### src/rtl/tap_tempo.sv
// Tap-tempo meter: times the interval between tap presses and converts it to
// beats per minute with a bit-serial restoring divider.
module tap_tempo #(
    parameter int CLOCK_FREQ  = 50_000_000,
    parameter int MIN_BPM     = 30,
    parameter int MAX_BPM     = 300,
    parameter int DEFAULT_BPM = 120
) (
    input  logic        clock,
    input  logic        reset,
    input  logic        tap,
    output logic [13:0] bpm,
    output logic        bpm_valid,
    output logic        tapping
);

    localparam logic [63:0] DIVIDEND_W = 64'(CLOCK_FREQ) * 64'd60;
    localparam logic [31:0] DIVIDEND   = DIVIDEND_W[31:0];
    localparam logic [31:0] MIN_PERIOD = DIVIDEND / 32'(MAX_BPM);
    localparam logic [31:0] TIMEOUT    = DIVIDEND / 32'(MIN_BPM);
    localparam logic [31:0] MIN_Q      = 32'(MIN_BPM);
    localparam logic [31:0] MAX_Q      = 32'(MAX_BPM);
    localparam logic [13:0] DEFAULT_Q  = 14'(DEFAULT_BPM);

    typedef enum logic {IDLE, MEASURE} state_t;
    typedef enum logic {DIV_IDLE, DIV_BUSY} div_state_t;

    state_t      state_reg;
    div_state_t  div_state_reg;
    logic        tap_d_reg;
    logic        armed_reg;
    logic [31:0] count_reg;
    logic [31:0] quot_reg;
    logic [31:0] rem_reg;
    logic [31:0] divisor_reg;
    logic [5:0]  iter_reg;
    logic [13:0] bpm_reg;
    logic        bpm_valid_reg;
    logic        tapping_reg;

    logic        tap_event;
    logic        period_ok;
    logic        accept;
    logic        div_start;
    logic [32:0] rem_shift;
    logic [32:0] rem_diff;
    logic [13:0] bpm_clamped;

    // armed_reg blocks a level that was already high when reset released
    assign tap_event = tap & ~tap_d_reg & armed_reg;
    assign period_ok = (count_reg >= MIN_PERIOD) && (count_reg <= TIMEOUT);
    assign accept    = (state_reg == MEASURE) && tap_event && period_ok;
    assign div_start = accept && (div_state_reg == DIV_IDLE);

    always_ff @(posedge clock or negedge reset) begin
        if (!reset) begin
            tap_d_reg <= 1'b0;
            armed_reg <= 1'b0;
        end else begin
            tap_d_reg <= tap;
            if (!tap) begin
                armed_reg <= 1'b1;
            end
        end
    end

    always_ff @(posedge clock or negedge reset) begin
        if (!reset) begin
            state_reg   <= IDLE;
            count_reg   <= '0;
            tapping_reg <= 1'b0;
        end else begin
            case (state_reg)
                IDLE: begin
                    if (tap_event) begin
                        count_reg   <= '0;
                        state_reg   <= MEASURE;
                        tapping_reg <= 1'b1;
                    end
                end
                MEASURE: begin
                    if (accept) begin
                        count_reg <= '0;
                    end else if (!tap_event && count_reg == TIMEOUT) begin
                        state_reg   <= IDLE;
                        tapping_reg <= 1'b0;
                    end else if (count_reg != '1) begin
                        count_reg <= count_reg + 32'd1;
                    end
                end
                default: begin
                    state_reg   <= IDLE;
                    tapping_reg <= 1'b0;
                end
            endcase
        end
    end

    // One restoring step: shift in the next dividend bit, subtract if it fits
    assign rem_shift = {rem_reg, quot_reg[31]};
    assign rem_diff  = rem_shift - {1'b0, divisor_reg};

    always_comb begin
        bpm_clamped = quot_reg[13:0];
        if (quot_reg < MIN_Q) begin
            bpm_clamped = MIN_Q[13:0];
        end else if (quot_reg > MAX_Q) begin
            bpm_clamped = MAX_Q[13:0];
        end
    end

    always_ff @(posedge clock or negedge reset) begin
        if (!reset) begin
            div_state_reg <= DIV_IDLE;
            quot_reg      <= '0;
            rem_reg       <= '0;
            divisor_reg   <= '0;
            iter_reg      <= '0;
            bpm_reg       <= DEFAULT_Q;
            bpm_valid_reg <= 1'b0;
        end else begin
            bpm_valid_reg <= 1'b0;
            case (div_state_reg)
                DIV_IDLE: begin
                    if (div_start) begin
                        quot_reg      <= DIVIDEND;
                        rem_reg       <= '0;
                        divisor_reg   <= count_reg;
                        iter_reg      <= '0;
                        div_state_reg <= DIV_BUSY;
                    end
                end
                DIV_BUSY: begin
                    if (iter_reg == 6'd32) begin
                        bpm_reg       <= bpm_clamped;
                        bpm_valid_reg <= 1'b1;
                        div_state_reg <= DIV_IDLE;
                    end else begin
                        if (!rem_diff[32]) begin
                            rem_reg  <= rem_diff[31:0];
                            quot_reg <= {quot_reg[30:0], 1'b1};
                        end else begin
                            rem_reg  <= rem_shift[31:0];
                            quot_reg <= {quot_reg[30:0], 1'b0};
                        end
                        iter_reg <= iter_reg + 6'd1;
                    end
                end
                default: begin
                    div_state_reg <= DIV_IDLE;
                end
            endcase
        end
    end

    assign bpm       = bpm_reg;
    assign bpm_valid = bpm_valid_reg;
    assign tapping   = tapping_reg;

endmodule

### config.mk
export PLATFORM = sky130hd
export DESIGN_NAME = tap_tempo
export DESIGN_NICKNAME = d
export VERILOG_FILES = /design/src/rtl/tap_tempo.sv
export SDC_FILE = /design/constraint.sdc
export NUM_CORES = 1
export LEC_CHECK = 0
export CORE_ASPECT_RATIO = 0.7
export CORE_UTILIZATION = 55
export DETAILED_ROUTE_END_ITERATION = 16
export DONT_BUFFER_PORTS = 1
export PLACE_DENSITY = 0.81
export REMOVE_ABC_BUFFERS = 1
export SLEW_MARGIN = 20
export SYNTH_ARGS = -nofsm -noshare
export SYNTH_HDL_FRONTEND = slang
export SYNTH_SLANG_ARGS = --single-unit
### constraint.sdc
create_clock -name clock -period 3.76 [get_ports clock]
set_input_delay 0.564 -clock clock [delete_from_list [all_inputs] [get_ports clock]]
set_output_delay 0.564 -clock clock [all_outputs]
set_load 0.01 [all_outputs]
======== Yosys cells after proc, flatten, opt, wreduce, memory -nomap -nowiden ========
Cells that the tools add are included.
storage, ports and cells
  flip-flop bits (word level) ............. 154
  memory bits (writable) .................. 0
  input port bits ......................... 3
  ROM bits ................................ 0
  bits in latches ......................... 0
  output and inout port bits .............. 16
  word-level logic and storage cells ...... 76
  memories kept ........................... 0
cells by class
  shift operators ......................... 0
  $add $sub $neg .......................... 3
  equality and inequality tests ........... 10
  reductions and logical operators ........ 11
  mux-type cells .......................... 31
  $mul .................................... 0
  magnitude comparators ................... 4
  div/mod/pow operators ................... 0
  bitwise gates (word level) .............. 5
operator list
  operator                 number
  $mux W32                 9
  $pmux W32 S2             3
  $sub A33 B32 Y33         1
  $add A32 B1 Y32 const B  1
  $eq A32 B27 Y1 const B   1
  $ge A32 B24 Y1 const B   1
  $gt A32 B9 Y1 const B    1
  $le A32 B27 Y1 const B   1
  $lt A32 B5 Y1 const B    1
  $ne A32 B32 Y1 const B   1
  $mux W14                 2
  $mux W6                  2
  $pmux W6 S2              1
  $mux W1                  11
  $ne A2 B2 Y1 const B     4
  $add A6 B1 Y6 const B    1
  $eq A6 B6 Y1 const B     1
  $pmux W1 S2              3
  $reduce_and A2 Y1        3
  $reduce_and A3 Y1        2
  $logic_and A1 B1 Y1      5
  $ne A3 B1 Y1 const B     1
  $ne A3 B3 Y1 const B     1
  $not A1 Y1               3
  other kinds (3)          4

======== Longest topological paths before layout ========
  word-level depth ........................ 8
  mapped depth ............................ 13
  depth with buffers taken out ............ 12

======== Worst setup path after synthesis ========
No wires, ideal clock.
  path type ............................... reg-to-reg
  from .................................... register quot_reg[31]
  to ...................................... register rem_reg[10]
  arrival time ............................ 3,000 ps
  stages on the path, launching flop included .. 14
  period minus slack after synthesis ...... 3,132 ps
  library setup time ...................... 131 ps
  required time ........................... 3,629 ps
  path slack .............................. 628 ps
  buffers on the path ..................... 1
  cell sequence ........................... dfrtp_1 inv_1 ha_1 inv_1 fa_1 a211oi_1 o211ai_2 a31oi_1 a2111oi_2 o2111a_2 a211oi_4 buf_8 mux2i_1 o22ai_2
on the way
  word-level cells in the longest chain between the ends .. 4
ends and longest elaborated chain
  item                    RTL line  RTL
  start, declared         33        logic [31:0] quot_reg;
  start signal, assigned  141       quot_reg <= {quot_reg[30:0], 1'b1};
  start signal, assigned  144       quot_reg <= {quot_reg[30:0], 1'b0};
  $sub A33 B32 Y33        101       assign rem_diff = rem_shift - {1'b0, divisor_reg};
  $mux W32                139       if (!rem_diff[32]) begin
  $mux W32                134       if (iter_reg == 6'd32) begin
  $pmux W32 S2            123       case (div_state_reg)
  end signal, assigned    140       rem_reg <= rem_diff[31:0];
  end signal, assigned    143       rem_reg <= rem_shift[31:0];
  end, declared           34        logic [31:0] rem_reg;
No other way between the ends. The select of a mux whose other input is x is not followed.
A chain may end at the register's enable or synchronous reset.

======== Final worst setup path ========
  from .................................... register quot_reg[31]
  to ...................................... register rem_reg[0]
on the way
  word-level cells in the longest chain between the ends .. 4
ends and longest elaborated chain
  item              RTL line
  $sub A33 B32 Y33  101
  $mux W32 *        139
  $mux W32 *        134
  $pmux W32 S2 *    123
Every way passes the cells marked *; elsewhere a longest branch is shown, timed or not. The select of a mux whose other input is x is not followed.

==> impl_results.md <==
- Final antenna-violating net count: 0
- Distinct cells, synth: 72
- Core ar.: between 15000 and 20000 µm²
- Fin. max-slew vios: 0
- Gate power share: 3.3%
- Post-cts sizing count: 0
- Pwr/cell area: 373 nW/µm²
- Max Cap Viol: 0
- CTS tree: done
- Htree depth: 4
- Post-Route Hold Slack: -0.172 ns
- Max-slew headroom: 31.0%
- Unrepaired setup endpoints after global routing: no
- Worst Max-Slew Pin Slew: 1.03 ns
- Reg clk slew, reported paths: 0.07 ns
- Num CTS Buffers: 17
- Crit path launch type: flop
- Max Buffers Root-to-Sink: 2
- IO Pins: 19
- Sequential Power Share: about half
- Final Cycle Share: 95.9%
- CP max stage cell: dfrtp_1
- Commonest non-fill, non-tap cell in the layout: nand2_1
- Initial antenna violation count: 0
- EDFF count, synth: 0
- Row count: 38
- First-pass GRT wire length: between 30000 and 40000 µm
- CP Capture Type: flop
- Syn Inst Count: 1027
- Wirelength per Cell: ~17 µm
- Post-CTS Repair Setup Buffers: 0
- CTS sink count: 154
- Most frequent cells in the layout: nand2_1 (172), dfrtp_1 (150), o21ai_0 (116)
- GR Overflow Total: 0
- Design internal power: ~0.0027 W
- Area Overhead vs Synth: 8.65%
- DRC: 0
- Routed wire length: 20800 µm
- Synth Area per Inst: 8.70 µm²
- Die area: between 15000 and 20000 µm²
- Vias: 7660
- Crit-path max FO: 26
- Status: complete, but fails checks
- Yosys warning count: 0
- Crit Path Class: flop to flop
- Worst VDD drop: approximately 0.00026 V
- HP Class: primary input to asynchronous set/reset pin
- Critical Path RT: 4.09 ns
- WP buf/inv: 3
- Fmax: 0.277 GHz
- P_sw: 0.000963 W
- Clock power frac: 47.2%
- Synthesized cell area: 8940 µm²
- Clock Latency Late Sink: 0.43 ns
- Number of global-route vias before repair: 6890
- Crit path time final: 3.61 ns
- Final Wtd Congestion: 0.948
- CP dominant cell by count: inv_1
- Initial Util: 57.0%
- Iter 0 DRT Violations: 691
- Synth Flop Type: dfrtp_1
- FF+latch count, synth: 154
- Crit path largest cell delay: between 0.4 and 0.5 ns
- Final Util: 61.9%
- Vias/cell: between 6 and 7
- Worst clock skew: between 0.01 and 0.015 ns
- Failing checks: negative hold slack
- Largest net degree at the start of global routing: ~160
- # setup viols final: 0
- # diodes: 0
- Ys async rst share: 100%
- Worst path cell trace: inv_1, ha_1, inv_1, fa_1, a211oi_1, o211ai_2, a31oi_1, a2111oi_2, o2111a_2, a211oi_4, buf_12, mux2_2, o21ai_0
- Post-DP HPWL: 13900 µm
- Register area share after synthesis: approximately 43%
- Nets: 1049
- Die W: 154 µm
- Die height: 109 µm
- Port Buffers: 0
- Layout cells sized above 1: 6.75%
- Tot GR Track Use: 26.0%
- Final Hold Fails: 150
- Worst EP arrival: 3.94 ns
- Sw Share: 26.6%
- Leak pwr: 4.22 nW
- CTS root buf: clkbuf_16
- Drt pass-1 iters: 5
- CP top delay family: compound AO/OA/AOI/OAI gates
[layer usage]
metal	track usage, %	vias to the layer above	share of wire (%)
met1	38.4	3709	48
met4	7.07	0	1.2
met5	0	-	0
met3	4.89	26	6.6
met2	39.3	274	44
li1	-	3651	-
[per-stage QoR]
stage	setup slack, ns	instances	power, W	TNS (ns)	cell area, µm²
2_1_floorplan	-0.508	974	0.00189	-25.72	8700
3_3_place_gp	0.329	1190	0.00194	0	9110
3_5_place_dp	0.236	1190	0.00194	0	9110
4_1_cts	0.188	1222	0.00364	0	9710
5_1_grt	0.0407	1222	0.00373	0	9710
6_report	0.155	1222	0.00362	0	9710
[power by group through the flow]
stage	combinational (W)	clock (W)	sequential, W
after floorplan	0.000103	0	0.00179
after global placement	0.000114	0	0.00182
after detailed placement	0.000119	0	0.00182
after CTS	0.000120	0.00173	0.00179
after global routing	0.000137	0.00179	0.00180
final	0.000120	0.00171	0.00179
[logic make-up after synthesis]
logic type                 synth area share, %
AOI/OAI and AO/OA                         20.1
xor gates and xnor gates                  2.74
adders and majority gates                 5.26
buffers and inverters                     5.05
DFF                                       43.2
muxes                                     3.95
and+or+nand+nor                           19.7
[path summary, 6_finish.rpt]
check                           slack (ns)                startpoint  cells after the start                     endpoint
worst max register to register        0.15  quot_reg[31]$_DFFE_PN0P_                     13       rem_reg[0]$_DFFE_PN0P_
worst min register to register        0.47     armed_reg$_DFFE_PN0N_                      1        armed_reg$_DFFE_PN0N_
worst min-delay path                 -0.17                     reset                      0  divisor_reg[30]$_DFFE_PN0P_
worst max-delay path                  0.15  quot_reg[31]$_DFFE_PN0P_                     13       rem_reg[0]$_DFFE_PN0P_
max in group asynchronous             3.69                     reset                      0   divisor_reg[9]$_DFFE_PN0P_
min in group clock                    0.16                       tap                      0          tap_d_reg$_DFF_PN0_
[cells in the mapped netlist, types with 5 or more instances]
cell type	number	share of area (%)
and4_1	6	0.59
nand3_1	43	2.4
nand2b_1	10	0.70
mux2i_1	33	3.7
a221o_1	6	0.67
a21o_1	13	1.1
a21oi_1	57	3.2
dfrtp_1	150	42
a32oi_1	5	0.49
a31oi_1	9	0.63
clkbuf_1	40	1.7
o21bai_1	5	0.42
o21ai_1	7	0.39
nor3_1	26	1.5
xor2_1	12	1.2
a22o_1	11	1.1
nand4_1	18	1.3
and3_1	9	0.63
a211oi_1	6	0.50
o211ai_1	9	0.76
inv_1	56	2.4
o21ai_0	116	6.5
or4_1	5	0.42
o22ai_1	8	0.56
buf_2	7	0.39
and2_1	9	0.63
nor2_1	48	2.0
nand2_1	173	7.3
nor4_1	11	0.77
ha_1	36	5.0
xnor2_1	16	1.6
[layout make-up]
cell class,count,area (µm²)
clock buffers,17,425
clock inverters,15,173
fillers,1302,5980
inverters,56,210
multi-input cells,764,4660
flip-flops and latches,154,3860
well taps,200,250
repair buffers,16,133
Power figures use the tool's default switching activity.
